`src/rtl/instr_pkg.sv`:
```
// Shared instruction-set constants for the P4 CPU: kind codes, opcodes, functs,
// the halt word, and small packing helpers used by the encoder.
package instr_pkg;

  typedef enum logic [3:0] {
    K_NOP  = 4'd0,
    K_ADD  = 4'd1,
    K_SUB  = 4'd2,
    K_ORI  = 4'd3,
    K_LW   = 4'd4,
    K_SW   = 4'd5,
    K_BEQ  = 4'd6,
    K_LUI  = 4'd7,
    K_JAL  = 4'd8,
    K_JR   = 4'd9,
    K_SLL  = 4'd10,
    K_LH   = 4'd11,
    K_SLT  = 4'd12,
    K_SRAV = 4'd13
  } kind_e;

  typedef enum logic [1:0] {S_LOAD, S_FULL, S_SEAL, S_DONE} state_e;

  localparam logic [5:0] OP_RTYPE = 6'h00;
  localparam logic [5:0] OP_JAL   = 6'h03;
  localparam logic [5:0] OP_BEQ   = 6'h04;
  localparam logic [5:0] OP_ORI   = 6'h0D;
  localparam logic [5:0] OP_LUI   = 6'h0F;
  localparam logic [5:0] OP_LH    = 6'h21;
  localparam logic [5:0] OP_LW    = 6'h23;
  localparam logic [5:0] OP_SW    = 6'h2B;

  localparam logic [5:0] FN_SLL  = 6'h00;
  localparam logic [5:0] FN_SRAV = 6'h07;
  localparam logic [5:0] FN_JR   = 6'h08;
  localparam logic [5:0] FN_ADD  = 6'h20;
  localparam logic [5:0] FN_SUB  = 6'h22;
  localparam logic [5:0] FN_SLT  = 6'h2A;

  // beq $0,$0,-1: spins in place so a loaded program stops cleanly.
  localparam logic [31:0] HALT_WORD = 32'h1000FFFF;

  function automatic logic [31:0] r_word(input logic [4:0] rs, input logic [4:0] rt,
                                         input logic [4:0] rd, input logic [4:0] shamt,
                                         input logic [5:0] funct);
    return {OP_RTYPE, rs, rt, rd, shamt, funct};
  endfunction

  function automatic logic [31:0] i_word(input logic [5:0] op, input logic [4:0] rs,
                                         input logic [4:0] rt, input logic [15:0] imm);
    return {op, rs, rt, imm};
  endfunction

endpackage

```
`src/rtl/instr_field_pack.sv`:
```
// Combinational encoder: symbolic kind plus raw fields to a 32-bit MIPS word.
// Fields a kind does not use are forced to zero; unknown kinds raise illegal.
module instr_field_pack
  import instr_pkg::*;
(
  input  logic [3:0]  kind,
  input  logic [4:0]  rs,
  input  logic [4:0]  rt,
  input  logic [4:0]  rd,
  input  logic [4:0]  shamt,
  input  logic [15:0] imm,
  input  logic [25:0] jaddr,
  output logic [31:0] word,
  output logic        illegal
);

  always_comb begin
    // NOTE: every output gets a default first so no path through the case infers a latch.
    word    = '0;
    illegal = 1'b0;
    case (kind)
      K_NOP:  word = '0;
      K_ADD:  word = r_word(rs, rt, rd, 5'd0, FN_ADD);
      K_SUB:  word = r_word(rs, rt, rd, 5'd0, FN_SUB);
      K_SLT:  word = r_word(rs, rt, rd, 5'd0, FN_SLT);
      K_SRAV: word = r_word(rs, rt, rd, 5'd0, FN_SRAV);
      K_SLL:  word = r_word(5'd0, rt, rd, shamt, FN_SLL);
      K_JR:   word = r_word(rs, 5'd0, 5'd0, 5'd0, FN_JR);
      K_ORI:  word = i_word(OP_ORI, rs, rt, imm);
      K_LW:   word = i_word(OP_LW, rs, rt, imm);
      K_SW:   word = i_word(OP_SW, rs, rt, imm);
      K_BEQ:  word = i_word(OP_BEQ, rs, rt, imm);
      K_LH:   word = i_word(OP_LH, rs, rt, imm);
      K_LUI:  word = i_word(OP_LUI, 5'd0, rt, imm);
      K_JAL:  word = {OP_JAL, jaddr};
      default: illegal = 1'b1;
    endcase
  end

endmodule

```
`src/rtl/instr_encoder.sv`:
```
// Sequential instruction encoder and IM loader: packs one instruction per
// handshake, writes it at an auto-incrementing address, and appends a halt word on seal.
module instr_encoder
  import instr_pkg::*;
#(
  parameter int ADDR_W = 10,
  parameter int DEPTH  = 1024,
  parameter int BASE   = 0
) (
  input  logic              clk,
  input  logic              reset,
  input  logic              clear,
  input  logic              seal,
  input  logic              in_valid,
  output logic              in_ready,
  input  logic [3:0]        in_kind,
  input  logic [4:0]        in_rs,
  input  logic [4:0]        in_rt,
  input  logic [4:0]        in_rd,
  input  logic [4:0]        in_shamt,
  input  logic [15:0]       in_imm,
  input  logic [25:0]       in_jaddr,
  output logic              im_we,
  output logic [ADDR_W-1:0] im_addr,
  output logic [31:0]       im_wdata,
  output logic [ADDR_W:0]   count,
  output logic              full,
  output logic              done,
  output logic              err
);

  localparam logic [ADDR_W-1:0] PTR_BASE  = ADDR_W'(BASE);
  // A user write issued from this address leaves only the halt slot free.
  localparam logic [ADDR_W-1:0] LAST_USER = ADDR_W'(BASE + DEPTH - 2);

  state_e            state_q, state_d;
  logic [ADDR_W-1:0] ptr_q, ptr_d;
  logic              halt_issued_q, halt_issued_d;
  logic              wr_user_q;

  logic              im_we_d, full_d, done_d, err_d;
  logic [ADDR_W-1:0] im_addr_d;
  logic [31:0]       im_wdata_d;
  logic [ADDR_W:0]   count_d;

  logic [31:0]       packed_word;
  logic              illegal;
  logic              hs, wr_user, take_seal, issue_halt;

  instr_field_pack u_pack (
    .kind    (in_kind),
    .rs      (in_rs),
    .rt      (in_rt),
    .rd      (in_rd),
    .shamt   (in_shamt),
    .imm     (in_imm),
    .jaddr   (in_jaddr),
    .word    (packed_word),
    .illegal (illegal)
  );

  assign in_ready  = (state_q == S_LOAD);
  assign hs        = in_valid && in_ready && !clear;
  assign wr_user   = hs && !illegal;
  assign take_seal = seal && !clear && (state_q == S_LOAD || state_q == S_FULL);
  // The halt goes out now unless a user word claims this write slot first.
  assign issue_halt = !clear && ((take_seal && !wr_user) ||
                                 (state_q == S_SEAL && !halt_issued_q));

  always_ff @(posedge clk or negedge reset) begin
    // NOTE: sequential state uses non-blocking assignment so all flops update together.
    if (!reset) state_q <= S_LOAD;
    else        state_q <= state_d;
  end

  always_comb begin
    state_d = state_q;
    if (clear) begin
      state_d = S_LOAD;
    end else begin
      case (state_q)
        S_LOAD: if (take_seal) state_d = S_SEAL;
                else if (wr_user && ptr_q == LAST_USER) state_d = S_FULL;
        S_FULL: if (take_seal) state_d = S_SEAL;
        S_SEAL: if (halt_issued_q) state_d = S_DONE;
        S_DONE: state_d = S_DONE;
        default: state_d = S_LOAD;
      endcase
    end
  end

  always_comb begin
    im_we_d       = wr_user || issue_halt;
    im_addr_d     = (wr_user || issue_halt) ? ptr_q : im_addr;
    im_wdata_d    = wr_user ? packed_word : (issue_halt ? HALT_WORD : im_wdata);
    ptr_d         = wr_user ? ptr_q + ADDR_W'(1) : ptr_q;
    count_d       = wr_user_q ? count + (ADDR_W+1)'(1) : count;
    full_d        = full || (wr_user && ptr_q == LAST_USER);
    done_d        = done || (state_q == S_SEAL && halt_issued_q);
    err_d         = err || (hs && illegal);
    halt_issued_d = halt_issued_q || issue_halt;
    if (clear) begin
      ptr_d         = PTR_BASE;
      count_d       = '0;
      full_d        = 1'b0;
      done_d        = 1'b0;
      err_d         = 1'b0;
      halt_issued_d = 1'b0;
    end
  end

  always_ff @(posedge clk or negedge reset) begin
    if (!reset) begin
      ptr_q         <= PTR_BASE;
      halt_issued_q <= 1'b0;
      wr_user_q     <= 1'b0;
      im_we         <= 1'b0;
      im_addr       <= '0;
      im_wdata      <= '0;
      count         <= '0;
      full          <= 1'b0;
      done          <= 1'b0;
      err           <= 1'b0;
    end else begin
      ptr_q         <= ptr_d;
      halt_issued_q <= halt_issued_d;
      wr_user_q     <= wr_user;
      im_we         <= im_we_d;
      im_addr       <= im_addr_d;
      im_wdata      <= im_wdata_d;
      count         <= count_d;
      full          <= full_d;
      done          <= done_d;
      err           <= err_d;
    end
  end

endmodule
```
`config.mk`:
```
export PLATFORM = sky130hd
export DESIGN_NAME = instr_encoder
export DESIGN_NICKNAME = d
export VERILOG_FILES = /design/src/rtl/instr_pkg.sv /design/src/rtl/instr_field_pack.sv /design/src/rtl/instr_encoder.sv
export SDC_FILE = /design/constraint.sdc
export NUM_CORES = 1
export LEC_CHECK = 0
export BUFFER_PORTS_ARGS = -buffer_cell sky130_fd_sc_hd__buf_2
export CELL_PAD_IN_SITES_DETAIL_PLACEMENT = 0
export CELL_PAD_IN_SITES_GLOBAL_PLACEMENT = 1
export CORE_MARGIN = 1
export CORE_UTILIZATION = 38
export DETAILED_ROUTE_END_ITERATION = 12
export GPL_TIMING_DRIVEN = 0
export PLACE_DENSITY_LB_ADDON = 0.2
export SLEW_MARGIN = 30
export SYNTH_ARGS = -nofsm -noshare
export SYNTH_HDL_FRONTEND = slang
export SYNTH_SLANG_ARGS = --single-unit
```
`constraint.sdc`:
```
create_clock -name clk -period 2 [get_ports clk]
set_input_delay 0.4 -clock clk [delete_from_list [all_inputs] [get_ports clk]]
set_output_delay 0.4 -clock clk [all_outputs]
set_load 0.05 [all_outputs]
```
Word level (Yosys, flattened, before mapping)
Index checks and enable logic that the tools add are counted.
Operators by class
  $add $sub $neg: 2
  eq/ne operators: 20
  mux-type cells: 18
  reductions and logical operators: 28
Operator list (count)
  $pmux W32 S13: 1
  $mux W32: 2
  $eq A4 B4 Y1 const B: 6
  $mux W11: 2
  $mux W10: 2
  $eq A4 B3 Y1 const B: 4
  $reduce_or A14 Y1: 1
  $add A11 B1 Y11 const B: 1
  $logic_and A1 B1 Y1: 11
  $add A10 B1 Y10 const B: 1
  $eq A10 B10 Y1 const B: 1
  $mux W2: 5
  $eq A4 B2 Y1 const B: 2
  $pmux W2 S4: 1
  $logic_or A1 B1 Y1: 7
  $ne A3 B3 Y1 const B: 2
  $reduce_bool A2 Y1: 3
  $mux W1: 5
  $eq A2 B2 Y1 const B: 2
  $eq A4 B1 Y1 const B: 1
  $logic_not A4 Y1: 1
  $ne A4 B2 Y1 const B: 1
  $logic_not A1 Y1: 3
  $reduce_and A3 Y1: 1
  other kinds (2): 2
Word-level totals
  register bits: 71
  input bits: 71
  output and inout bits: 58
  word-level logic and storage cells: 79

Logic depth before layout (Yosys ltp)
Gate-level depths: netlist (run 1).
  depth in word-level cells: 10
  depth in mapped cells: 7
  mapped depth without buffers: 5

Hierarchy
Synthesis (run 1) repeated with hierarchy kept, for this count alone.
Second synthesis, totals
  cells, all modules: 374
  area total of the unflattened synthesis: 3807.4 µm²
By module, submodules not included
  instr_encoder: instances 1, cells an instance 238, area an instance 2957.8 µm², seq. area each 1776.7 µm²
  instr_field_pack: instances 1, cells an instance 136, area an instance 849.6 µm², seq. area each 0.0 µm²

Worst setup path after synthesis (run 1)
No wires, ideal clock.
  path kind: input port to flip-flop
  from: input in_kind[2]
  to: register im_wdata[9]
  setup time: 0.126 ns
  arrival: 1.757 ns
  data required time: 1.874 ns
  path slack: 0.117 ns
  stages on the path: 6
  path buffers: 3
  cell sequence: buf_2 -> or4_1 -> and3_1 -> buf_2 -> buf_2 -> a221o_1
On the way
  word-level cells in the longest chain between the ends: 8
  elaborated cells on any way between the ends: 23
  those cells by class: 13 x eq/ne; 2 x mux; 8 x reduce/logical
RTL lines
  start: declaration: RTL line instr_encoder.sv:16  | input logic [3:0] in_kind,
  $eq A4 B1 Y1, or another cell as far along: RTL line instr_field_pack.sv:21  | case (kind)
  $reduce_or A14 Y1 (no source line)
  $logic_and A1 B1 Y1: RTL line instr_encoder.sv:64  | assign wr_user = hs && !illegal;
  $logic_not A1 Y1: RTL line instr_encoder.sv:67  | assign issue_halt = !clear && ((take_seal && !wr_user) ||
  $logic_and A1 B1 Y1: RTL line instr_encoder.sv:67
  $logic_or A1 B1 Y1: RTL line instr_encoder.sv:67
  $logic_and A1 B1 Y1: RTL line instr_encoder.sv:67
  $reduce_bool A2 Y1 (no source line)
  end signal: assignment: RTL line instr_encoder.sv:130  | im_wdata <= im_wdata_d;
  end: declaration: RTL line instr_encoder.sv:25  | output logic [31:0] im_wdata,
Parallel ways exist; a longest one is shown, timed or not.
A chain may end at the register's enable or synchronous reset.

Worst setup path in the final report (run 1)
  from: register state_q[1]
  to: register ptr_q[5]
On the way
  word-level cells in the longest chain between the ends: 5
RTL lines
  start: declaration: RTL line instr_encoder.sv:36  | state_e state_q, state_d;
  start signal: assignment: RTL line instr_encoder.sv:73  | else state_q <= state_d;
  $logic_not A2 Y1: RTL line instr_encoder.sv:62  | assign in_ready = (state_q == S_LOAD);
  $logic_and A1 B1 Y1 (2 in series): RTL line instr_encoder.sv:63  | assign hs = in_valid && in_ready && !clear;
  $logic_and A1 B1 Y1: RTL line instr_encoder.sv:64
  $reduce_bool A2 Y1 (no source line)
  end signal: assignment: RTL line instr_encoder.sv:125  | ptr_q <= ptr_d;
  end: declaration: RTL line instr_encoder.sv:37  | logic [ADDR_W-1:0] ptr_q, ptr_d;
No other way between the ends.

==> flow_summary.yaml, run 1 <==
detailed_routing:
  top_layer: "met4"
  vias: 3420
  wl_per_cell_um: 15.9
  ant_nets: 0
  via_per_inst: 5.29
  drc_errors: 0
  wl_um: 10300
  dr.pass1.iters: 4
  drtIter0Drc: 120
  dr_wl_met3_um: 664
  wl_met1_um: 4720
  met2_length_um: 4760
cts:
  cts_tree: "built"
  clk_latency_ns: 0.34
  cts.path.max_buffers: 2
  h-tree-depth: 3
  numClockSinks: 70
  cts-root-buf: "clkbuf_8"
  cts_buffers: 9
  path_clk_slew_ns: 0.08
worst_setup_path:
  r2r_slack_ns: 0.09
  required_ns: 2.22
  path_common_cell: "buf_2"
  path_class: "reg2reg"
  end_kind: "flip-flop"
  slowest_stage: "or4b_1"
  crit_buf_inv: 2
  cp-startpoint: "state_q[1]"
  path_cells: "buf_2 > or4b_1 > buf_2 > nor4_4 > xnor2_1 > nor2_1"
  r2r-end: "ptr_q[5]"
  r2r_cells: 6
  cp.arrival_ns: 2.12
  worstSetupStartpointType: "flip-flop"
  worst_path_dominant_cell_family: "simple AND/OR/NAND/NOR gates"
  cp_max_fo: 9
  critical-path-max-stage-delay_ns: 0.51
  r2r-start: "state_q[1]"
finish:
  multi_input_area_sq_mm: 0.00181
  instances_no_fill: 647
  drive_above_1_share_pct: 36.5
  syn_to_final_growth_pct: 30.7
  nNetsFinal: 587
  stdcell_area_sq_mm: 0.00484
  antenna_cells: 0
  seq_area_sq_mm: 0.00175
  utilization_pct: 51.9
  nFillCells: 927
sta:
  period_needed_ns: 1.91
  hold_slack_ns: 0.270
  post-route-period-util_pct: 95.3
  clock.fmax_ghz: 0.525
  max_slew_margin_pct: 57.9
  clock_skew_ns: 0.00864
  setup_violations: 0
  worstMarginPinSlew_ns: 0.625
  hold_viol: 0
  setup_ws_ns: 0.0949
  setup_tns_ns: 0
  final_max_slew_viol_count: 0
pwr:
  p_leak_nw: 2.30
  power_density_mw_per_mm2: 820
  p_total_mw: 3.97
  vdd_drop_max_uv: 432
outcome:
  outcome: "finished, final reports clean"
floorplanning:
  die_area_sq_mm: 0.0101
  io_pins: 129
  coreArea_sq_mm: 0.00933
  rows: 35
  die_w_um: 101
  dieHeight_um: 101
  initial_utilization_pct: 39.7
synth:
  avgSynthCellArea_sq_um: 10.0
  syn_nets: 443
  synth_seq_cells: 70
  synth_top_cell_by_area: "dfrtp_1"
  synth_area_sq_mm: 0.00370
  synthesis.instances: 369
  ys_seq_area_share_pct: 47.3
  yosysUniqueCellTypes: 61
  synth_top_area_share_pct: 47.3
  ys_warn_count: 0
  synthTopCellsByArea: "dfrtp_1 (47%), o21ai_0 (4.1%), a221o_1 (3.8%)"
  async_reset_ff_share_pct: 100
  synth_edf_count: 0
  yosys_most_used_dff: "dfrtp_1"
placement:
  routabilityCongestion: 0.886
  dpl.cell_count: 625
  place_worst_setup_slack_ns: -0.208
  port_buffers: 126
  post_dp_cell_area_sq_mm: 0.00452
  hpwl_um: 7630
min_path:
  min_path_type: "in2reg"
  whs_endpoint: "im_wdata[13]"
  min_from: "in_rd[2]"
  hold_path_depth: 3
grt:
  antenna_found_initial: 0
  grt_max_degree: 43
  track_usage_pct: 21.1
  grt_pass1_vias: 3332
  grt_overflow: 0
  grt_pass1_wl_um: 16600
flow_run:
  maxCapViolCount: 0
how the worst max path moves through the flow:
stage | cells past startpoint | end
after floorplan | 6 | im_wdata[9]
after global placement | 5 | im_wdata[4]
after detailed placement | 5 | im_wdata[4]
after CTS | 6 | im_wdata[19]
after global routing | 7 | im_wdata[3]
final | 6 | ptr_q[5]
cells by family (layout without fill, tap and decap cells):
kind of cell	count (synthesis)	after routing	share of synthesized area, %
mux	12	12	3.58
simple gates	117	117	18.0
compound gates	110	110	21.7
flops	70	70	47.3
fa+ha+maj	3	3	1.01
buf+inv	42	191	4.97
xor+xnor	14	14	3.31
other cells	1	1	0.101
worst register-to-register path: cells and delay by family (launching register included):
family	cells	cell delay (ns)
XOR/XNOR	1	0.15
buffers and inverters	2	0.40
flip-flops	1	0.36
AND/OR/NAND/NOR	3	0.88
what timing repair did:
action	in CTS	in global routing
hold buffers	1	0
buffers inserted	4	1
resized for setup	2	9
setup endpoints to repair	37	25
pin swaps	2	1
gates cloned	0	0
hold endpoints to repair	28	0
layout by cell type (no fill, tap or decap), types with 3 or more instances in the layout:
cell         n
nor3_1       4
o21ai_0     30
inv_1       14
nor2b_1      4
a22oi_1      5
a221o_1     14
buf_4        7
and4_1       3
buf_2      136
or3_1        3
nand3_1     17
ha_1         3
clkbuf_1    10
clkbuf_8    10
and2_1       7
nor3b_1      3
o2bb2ai_1    5
xor2_1       6
nand2b_1     5
nor4_1       3
or4_1        4
nor2_1      29
mux2_2      10
a211oi_1     3
dfrtp_1     70
nand2_1     14
xnor2_1      8
nand4_1      5
a22o_1      14
a32oi_1      6
a21oi_1     11
a21o_1       3
where the power goes:
part           leakage (nW)  internal, mW  switching, mW
Sequential            0.910          1.53         0.0749
Combinational          1.28         0.308          0.732
Clock                 0.110         0.745          0.580
Total                  2.30          2.58           1.39
registers in the layout (all words and copies together) (netlist names):
signal and flops:
state_q 2, im_we 1, count 11, err 1, wr_user_q 1, done 1, im_wdata 31, ptr_q 10
im_addr 10, halt_issued_q 1, full 1
routing by layer:
layer	global-route usage [%]	vias up
met3	4.72	12
met4	6.69	0
met2	33.4	108
met1	28.9	1638
li1	-	1662
met5	0	-
area by class of cell:
class,count,share of cell area (%)
plain buffers,27,2.66
clock buffers,10,2.84
clock inverters,6,1.91
inverters,15,1.19
multi-input cells,257,37.4
flip-flops and latches,70,36.2
well taps,129,3.34
repair buffers,133,14.5
synthesized netlist by cell type, types with 6 or more instances:
cell and instances:
a21oi_1 12, a221o_1 14, a22o_1 14, a32oi_1 6
and2_1 7, buf_2 11, clkbuf_1 12, dfrtp_1 70
inv_1 14, mux2_2 10, nand2_1 14, nand3_1 17
nor2_1 29, o21ai_0 30, xnor2_1 8, xor2_1 6
(Power assumes the default switching activity.)
==> inputs of run 2 (changes only) <==
--- a/config.mk
+++ b/config.mk
@@ -8,6 +8,7 @@
 export BUFFER_PORTS_ARGS = -buffer_cell sky130_fd_sc_hd__buf_2
 export CELL_PAD_IN_SITES_DETAIL_PLACEMENT = 0
 export CELL_PAD_IN_SITES_GLOBAL_PLACEMENT = 1
+export CORE_ASPECT_RATIO = 0.5
 export CORE_MARGIN = 1
 export CORE_UTILIZATION = 38
 export DETAILED_ROUTE_END_ITERATION = 12
==> run 2 against run 1 <==
Against the previous run:
- design area rose by 1.8%
- count of clock-buffer cells in the layout rose by 2
- clock skew fell by 0.0033 ns
==> flow_summary.yaml, run 2 (synthesis gave the netlist of run 1 again) <==
pwr:
  p_total_mw: 4.29
  p_leak_nw: 2.34
  vdd_drop_max_uv: 439
  power_density_mw_per_mm2: 872
floorplanning:
  dieHeight_um: 71.8
  rows: 25
  die_w_um: 142
  io_pins: 129
  die_area_sq_mm: 0.0102
  coreArea_sq_mm: 0.00945
  initial_utilization_pct: 39.2
cts:
  h-tree-depth: 3
  path_clk_slew_ns: 0.06
  cts_buffers: 9
  numClockSinks: 70
  ctsHoldBuffers: 0
  clk_latency_ns: 0.34
  cts_tree: "built"
  cts.path.max_buffers: 2
  cts-root-buf: "clkbuf_16"
worst_setup_path:
  worstSetupStartpointType: "flip-flop"
  cp.arrival_ns: 2.10
  r2r_cells: 5
  r2r_slack_ns: 0.11
  cp_max_fo: 9
  r2r-end: "ptr_q[5]"
  end_kind: "flip-flop"
  r2r-start: "state_q[1]"
  path_class: "reg2reg"
  required_ns: 2.21
detailed_routing:
  via_per_inst: 5.22
  wl_per_cell_um: 15.9
  dr.pass1.iters: 4
  vias: 3399
  drtIter0Drc: 159
  ant_nets: 0
  drc_errors: 0
  wl_um: 10400
min_path:
  min_path_type: "in2async"
finish:
  nFillCells: 935
  max_flop_register: "im_wdata"
  final_common_cell: "buf_2"
  nNetsFinal: 586
  layout_common_cells: "buf_2 (134), dfrtp_1 (70), o21ai_0 (30), nor2_1 (29), nand3_1 (17)"
  top_regs: "im_wdata x31, count x11"
  drive_above_1_share_pct: 36.8
  syn_to_final_growth_pct: 33.0
  antenna_cells: 0
  largest_register_ffs: 31
  stdcell_area_sq_mm: 0.00492
sta:
  clock.fmax_ghz: 0.528
  setup_violations: 0
  final_max_slew_viol_count: 0
  clock_skew_ns: 0.00530
  period_needed_ns: 1.89
  hold_viol: 0
  post-route-period-util_pct: 94.7
  worstMarginPinSlew_ns: 0.685
  max_slew_margin_pct: 53.9
grt:
  grt_pass1_vias: 3131
  antenna_found_initial: 0
  grt_max_degree: 39
  grt_pass1_wl_um: 16500
  grt_overflow: 0
  track_usage_pct: 21.4
placement:
  post_dp_cell_area_sq_mm: 0.00453
  routabilityCongestion: 0.792
  hpwl_um: 7570
  port_buffers: 126
flow_run:
  maxCapViolCount: 0
outcome:
  outcome: "finished, final reports clean"
run 2: how the worst max path moves through the flow:
stage / startpoint / to / slack (ns) / cells after the start
floorplan: in_kind[2] / im_wdata[9] / 0.12 / 6
global placement: clear / im_wdata[18] / -0.27 / 6
detailed placement: in_kind[1] / im_wdata[9] / -0.26 / 7
CTS: state_q[1] / im_wdata[15] / 0.009 / 6
global route: state_q[1] / im_wdata[7] / -0.002 / 5
finish: state_q[1] / ptr_q[5] / 0.11 / 5
run 2: per-stage QoR:
stage	setup WS, ns	hold slack (ns)	setup TNS [ns]	util, %	std cells
2_1_floorplan	0.117	0.104	0	-	369
3_3_place_gp	-0.270	0.461	-5.90	47.7	630
3_5_place_dp	-0.259	0.407	-5.73	47.9	631
4_1_cts	0.00877	0.0460	0	51.5	649
5_1_grt	-0.00170	0.0692	-0.00170	52.1	651
6_report	0.106	0.0267	0	52.1	651
run 2: timing repair:
item,4_1_cts,5_1_grt
resized for setup,1,14
setup endpoints to repair,37,23
buffers inserted,3,3
endpoints found under the hold margin,0,0
pin swaps,1,1
run 2: layout make-up:
type	count	area (sq um)	area share (%)
repair buffers	133	711	14.4
clock buffers	12	267	5.41
well taps	135	169	3.43
inverters	15	57.6	1.17
plain buffers	26	129	2.62
flip-flops and latches	70	1750	35.6
clock inverters	3	42.5	0.864
multi-input cells	257	1800	36.5
run 2: report_power, final:
group | internal (mW) | total (mW) | switching, mW
registers | 1.53 | 1.61 | 0.0733
logic | 0.310 | 1.04 | 0.728
clock network | 1.06 | 1.65 | 0.590
total | 2.90 | 4.29 | 1.39
run 2: routing by layer:
metal	wire, um	up-vias	global-route usage (%)
met3	683	9	7.62
met2	4490	95	30.9
met5	0	-	0
met4	106	0	6.81
li1	-	1670	-
met1	5080	1625	29.9
run 2: worst max-delay path, stage by stage (launching register included):
cell     delay (ns)
dfrtp_1        0.48
or4b_1         0.52
buf_2          0.22
nor4_2         0.32
xnor2_1        0.15
nor2_1         0.06
==> inputs of run 3 (changes only) <==
--- a/config.mk
+++ b/config.mk
@@ -5,12 +5,13 @@
 export SDC_FILE = /design/constraint.sdc
 export NUM_CORES = 1
 export LEC_CHECK = 0
+export ABC_AREA = 1
 export BUFFER_PORTS_ARGS = -buffer_cell sky130_fd_sc_hd__buf_2
 export CELL_PAD_IN_SITES_DETAIL_PLACEMENT = 0
 export CELL_PAD_IN_SITES_GLOBAL_PLACEMENT = 1
 export CORE_ASPECT_RATIO = 0.5
 export CORE_MARGIN = 1
-export CORE_UTILIZATION = 38
+export CORE_UTILIZATION = 36
 export DETAILED_ROUTE_END_ITERATION = 12
 export GPL_TIMING_DRIVEN = 0
 export PLACE_DENSITY_LB_ADDON = 0.2
==> run 3 against run 2 <==
Against the previous run:
- sequential cell count is the same
- register-to-register slack improved by 0.11 ns
- critical path type unchanged
- worst hold slack improved by 0.32 ns
- largest power group is now combinational logic
- critical path depth rose by 4
- sequential share of layout area down 3.8 points
- worst setup slack better by 0.11 ns
- cell count is 48% higher
- clock skew up 0.0020 ns
- count of clock-buffer cells in the layout fell by 1
- area after synthesis increased by 17%
- fmax is 6.2% higher
==> flow_summary.yaml, run 3 <==
sta:
  rsz0062_at_grt: "false"
  clock_skew_ns: 0.00729
  clock.fmax_ghz: 0.561
  setup_violations: 0
  max_slew_margin_pct: 47.2
  post-route-period-util_pct: 89.2
  worstMarginPinSlew_ns: 0.789
  setup_tns_ns: 0
  final_max_slew_viol_count: 0
  period_needed_ns: 1.78
  hold_viol: 0
finish:
  layout_common_cells: "nand2_1 (251), buf_2 (143), nand3_1 (96), dfrtp_1 (70), inv_1 (62)"
  utilization_pct: 48.6
  syn_to_final_growth_pct: 27.2
  drive_above_1_share_pct: 21.6
  nNetsFinal: 876
  stdcell_area_sq_mm: 0.00551
  max_flop_register: "im_wdata"
  largest_register_ffs: 31
  top_regs: "im_wdata x31, count x11"
  final_common_cell: "nand2_1"
  instances_no_fill: 966
  antenna_cells: 0
worst_setup_path:
  path_common_cell: "nand2_1"
  cp_max_fo: 10
  path_cells: "nor2_2 > nand3_2 > nor2_4 > inv_2 > buf_4 > nand2_1 > inv_1 > nand2_1 > o31ai_1"
  worst_path_dominant_cell_family: "simple AND/OR/NAND/NOR gates"
  r2r-end: "ptr_q[4]"
  cp-startpoint: "state_q[1]"
  r2r_slack_ns: 0.22
  path_class: "reg2reg"
  crit_buf_inv: 3
  worstSetupStartpointType: "flip-flop"
  r2r-start: "state_q[1]"
  cp.arrival_ns: 1.98
  critical-path-max-stage-delay_ns: 0.44
  cp_num_cells: 9
  cp-endpoint: "ptr_q[4]"
  end_kind: "flip-flop"
  r2r_cells: 9
  slowest_stage: "dfrtp_1"
  required_ns: 2.20
pwr:
  pwr-share-seq_pct: 33.1
  p_clk_share_pct: 27.7
  p_comb_share_pct: 39.2
  vdd_drop_max_uv: 549
  p_total_mw: 5.59
  swShare_pct: 43.4
  power_density_mw_per_mm2: 1010
  p_switching_mw: 2.42
  p_leak_nw: 3.03
  p_int_mw: 3.17
synth:
  yosysUniqueCellTypes: 30
  synth_area_sq_mm: 0.00433
  synth_seq_cells: 70
  synth_top_area_share_pct: 40.4
  async_reset_ff_share_pct: 100
  synth_edf_count: 0
  synthesis.instances: 659
  avgSynthCellArea_sq_um: 6.57
  synth_most_common_cell: "nand2_1"
  synth_commonest_cells: "nand2_1 (251), nand3_1 (96), dfrtp_1 (70)"
  ys_warn_count: 0
  synthTopCellsByArea: "dfrtp_1 (40%), nand2_1 (22%), nand3_1 (11%)"
  yosys_most_used_dff: "dfrtp_1"
  ys_seq_area_share_pct: 40.4
  synth_top_cell_by_area: "dfrtp_1"
  syn_nets: 733
grt:
  grt_pass1_vias: 4409
  track_usage_pct: 22.3
  grt_overflow: 0
  antenna_found_initial: 0
  grt_max_degree: 47
  grt_pass1_wl_um: 21700
detailed_routing:
  drtIter0Drc: 247
  vias: 4691
  drc_errors: 0
  via_per_inst: 4.86
  dr.pass1.iters: 4
  wl_per_cell_um: 13.3
  ant_nets: 0
  wl_um: 12800
cts:
  cts-root-buf: "clkbuf_16"
  h-tree-depth: 3
  path_clk_slew_ns: 0.05
  cts.path.max_buffers: 2
  cts_tree: "built"
  numClockSinks: 70
  cts_buffers: 9
  clk_latency_ns: 0.34
placement:
  post_dp_cell_area_sq_mm: 0.00520
  hpwl_um: 9760
  routabilityCongestion: 0.894
  port_buffers: 127
  dpl.cell_count: 946
min_path:
  min_path_type: "in2reg"
  hold_path_depth: 5
floorplanning:
  initial_utilization_pct: 38.2
  die_w_um: 157
  dieHeight_um: 79.6
  rows: 27
  die_area_sq_mm: 0.0125
  coreArea_sq_mm: 0.0114
  io_pins: 129
flow_run:
  maxCapViolCount: 0
outcome:
  outcome: "finished, final reports clean"
run 3: cell count changes after synthesis, sizes merged, moves of 7 or more:
cell and delta:
nand2 +236, and2 -7, inv +49, a21oi +18
a22o -14, a221o -14, nand3 +80, nor3 +13
mux2 -10, nor2 +20, xnor2 -8
run 3: through the flow:
step	worst slack, ns	hold slack [ns]
floorplan	0.217	0.104
global placement	-0.0366	0.467
detailed placement	-0.0511	0.341
CTS	0.137	0.344
global route	0.0614	0.348
finish	0.216	0.349
run 3: logic make-up (layout without fill, tap and decap cells):
| group | Yosys count | in the layout | synth area share [%] |
|---|---|---|---|
| other cells | 1 | 1 | 0.0865 |
| xor+xnor | 2 | 2 | 0.404 |
| compound gates | 62 | 62 | 7.83 |
| simple gates | 428 | 428 | 41.5 |
| buf+inv | 93 | 241 | 8.89 |
| flops | 70 | 70 | 40.4 |
| fa+ha+maj | 3 | 3 | 0.866 |
run 3: power by group through the flow:
stage | registers [mW] | clock network [mW] | logic [mW]
2_1_floorplan | 2.74 | 0 | 0.682
3_3_place_gp | 1.86 | 0 | 2.17
3_5_place_dp | 1.87 | 0 | 2.19
4_1_cts | 1.85 | 1.58 | 2.20
5_1_grt | 1.88 | 1.64 | 2.35
6_report | 1.85 | 1.55 | 2.19
run 3: layout make-up:
type / instances / area [sq um]
plain buffers: 29 / 145
clock buffers: 11 / 233
clock inverters: 5 / 50.0
fillers: 1225 / 5840
inverters: 64 / 240
multi-input cells: 496 / 2200
flip-flops and latches: 70 / 1750
well taps: 159 / 199
repair buffers: 132 / 698
run 3: tightest hold or removal path: stages:
cell	delay (ns)
buf_2	0.07
nand2_1	0.04
nand2_1	0.05
nand2_1	0.04
nand2_1	0.04
run 3: worst min-delay path by stage:
stage                 startpoint           end  slack (ns)
finish                  in_rs[2]  im_wdata[23]        0.35
detailed placement         reset  im_wdata[10]        0.34
CTS                     in_rs[2]  im_wdata[23]        0.34
global placement    im_wdata[28]  im_wdata[28]        0.47
floorplan                  reset      count[0]        0.10
global route            in_rs[2]  im_wdata[23]        0.35
run 3: what timing repair did:
item / CTS / global route
endpoints found under the hold margin: 24 / 0
endpoints found under the setup margin: 0 / 1
gates resized for setup: 0 / 0
hold buffers: 1 / 0
buffers inserted: 0 / 3
run 3: routing by layer:
| layer | global-route usage, % | up-vias | part of all wire [%] |
|---|---|---|---|
| met3 | 4.34 | 7 | 4.0 |
| li1 | - | 2403 | - |
| met1 | 29.7 | 2187 | 49 |
| met5 | 0 | - | 0 |
| met2 | 37.0 | 94 | 46 |
| met4 | 6.02 | 0 | 0.65 |
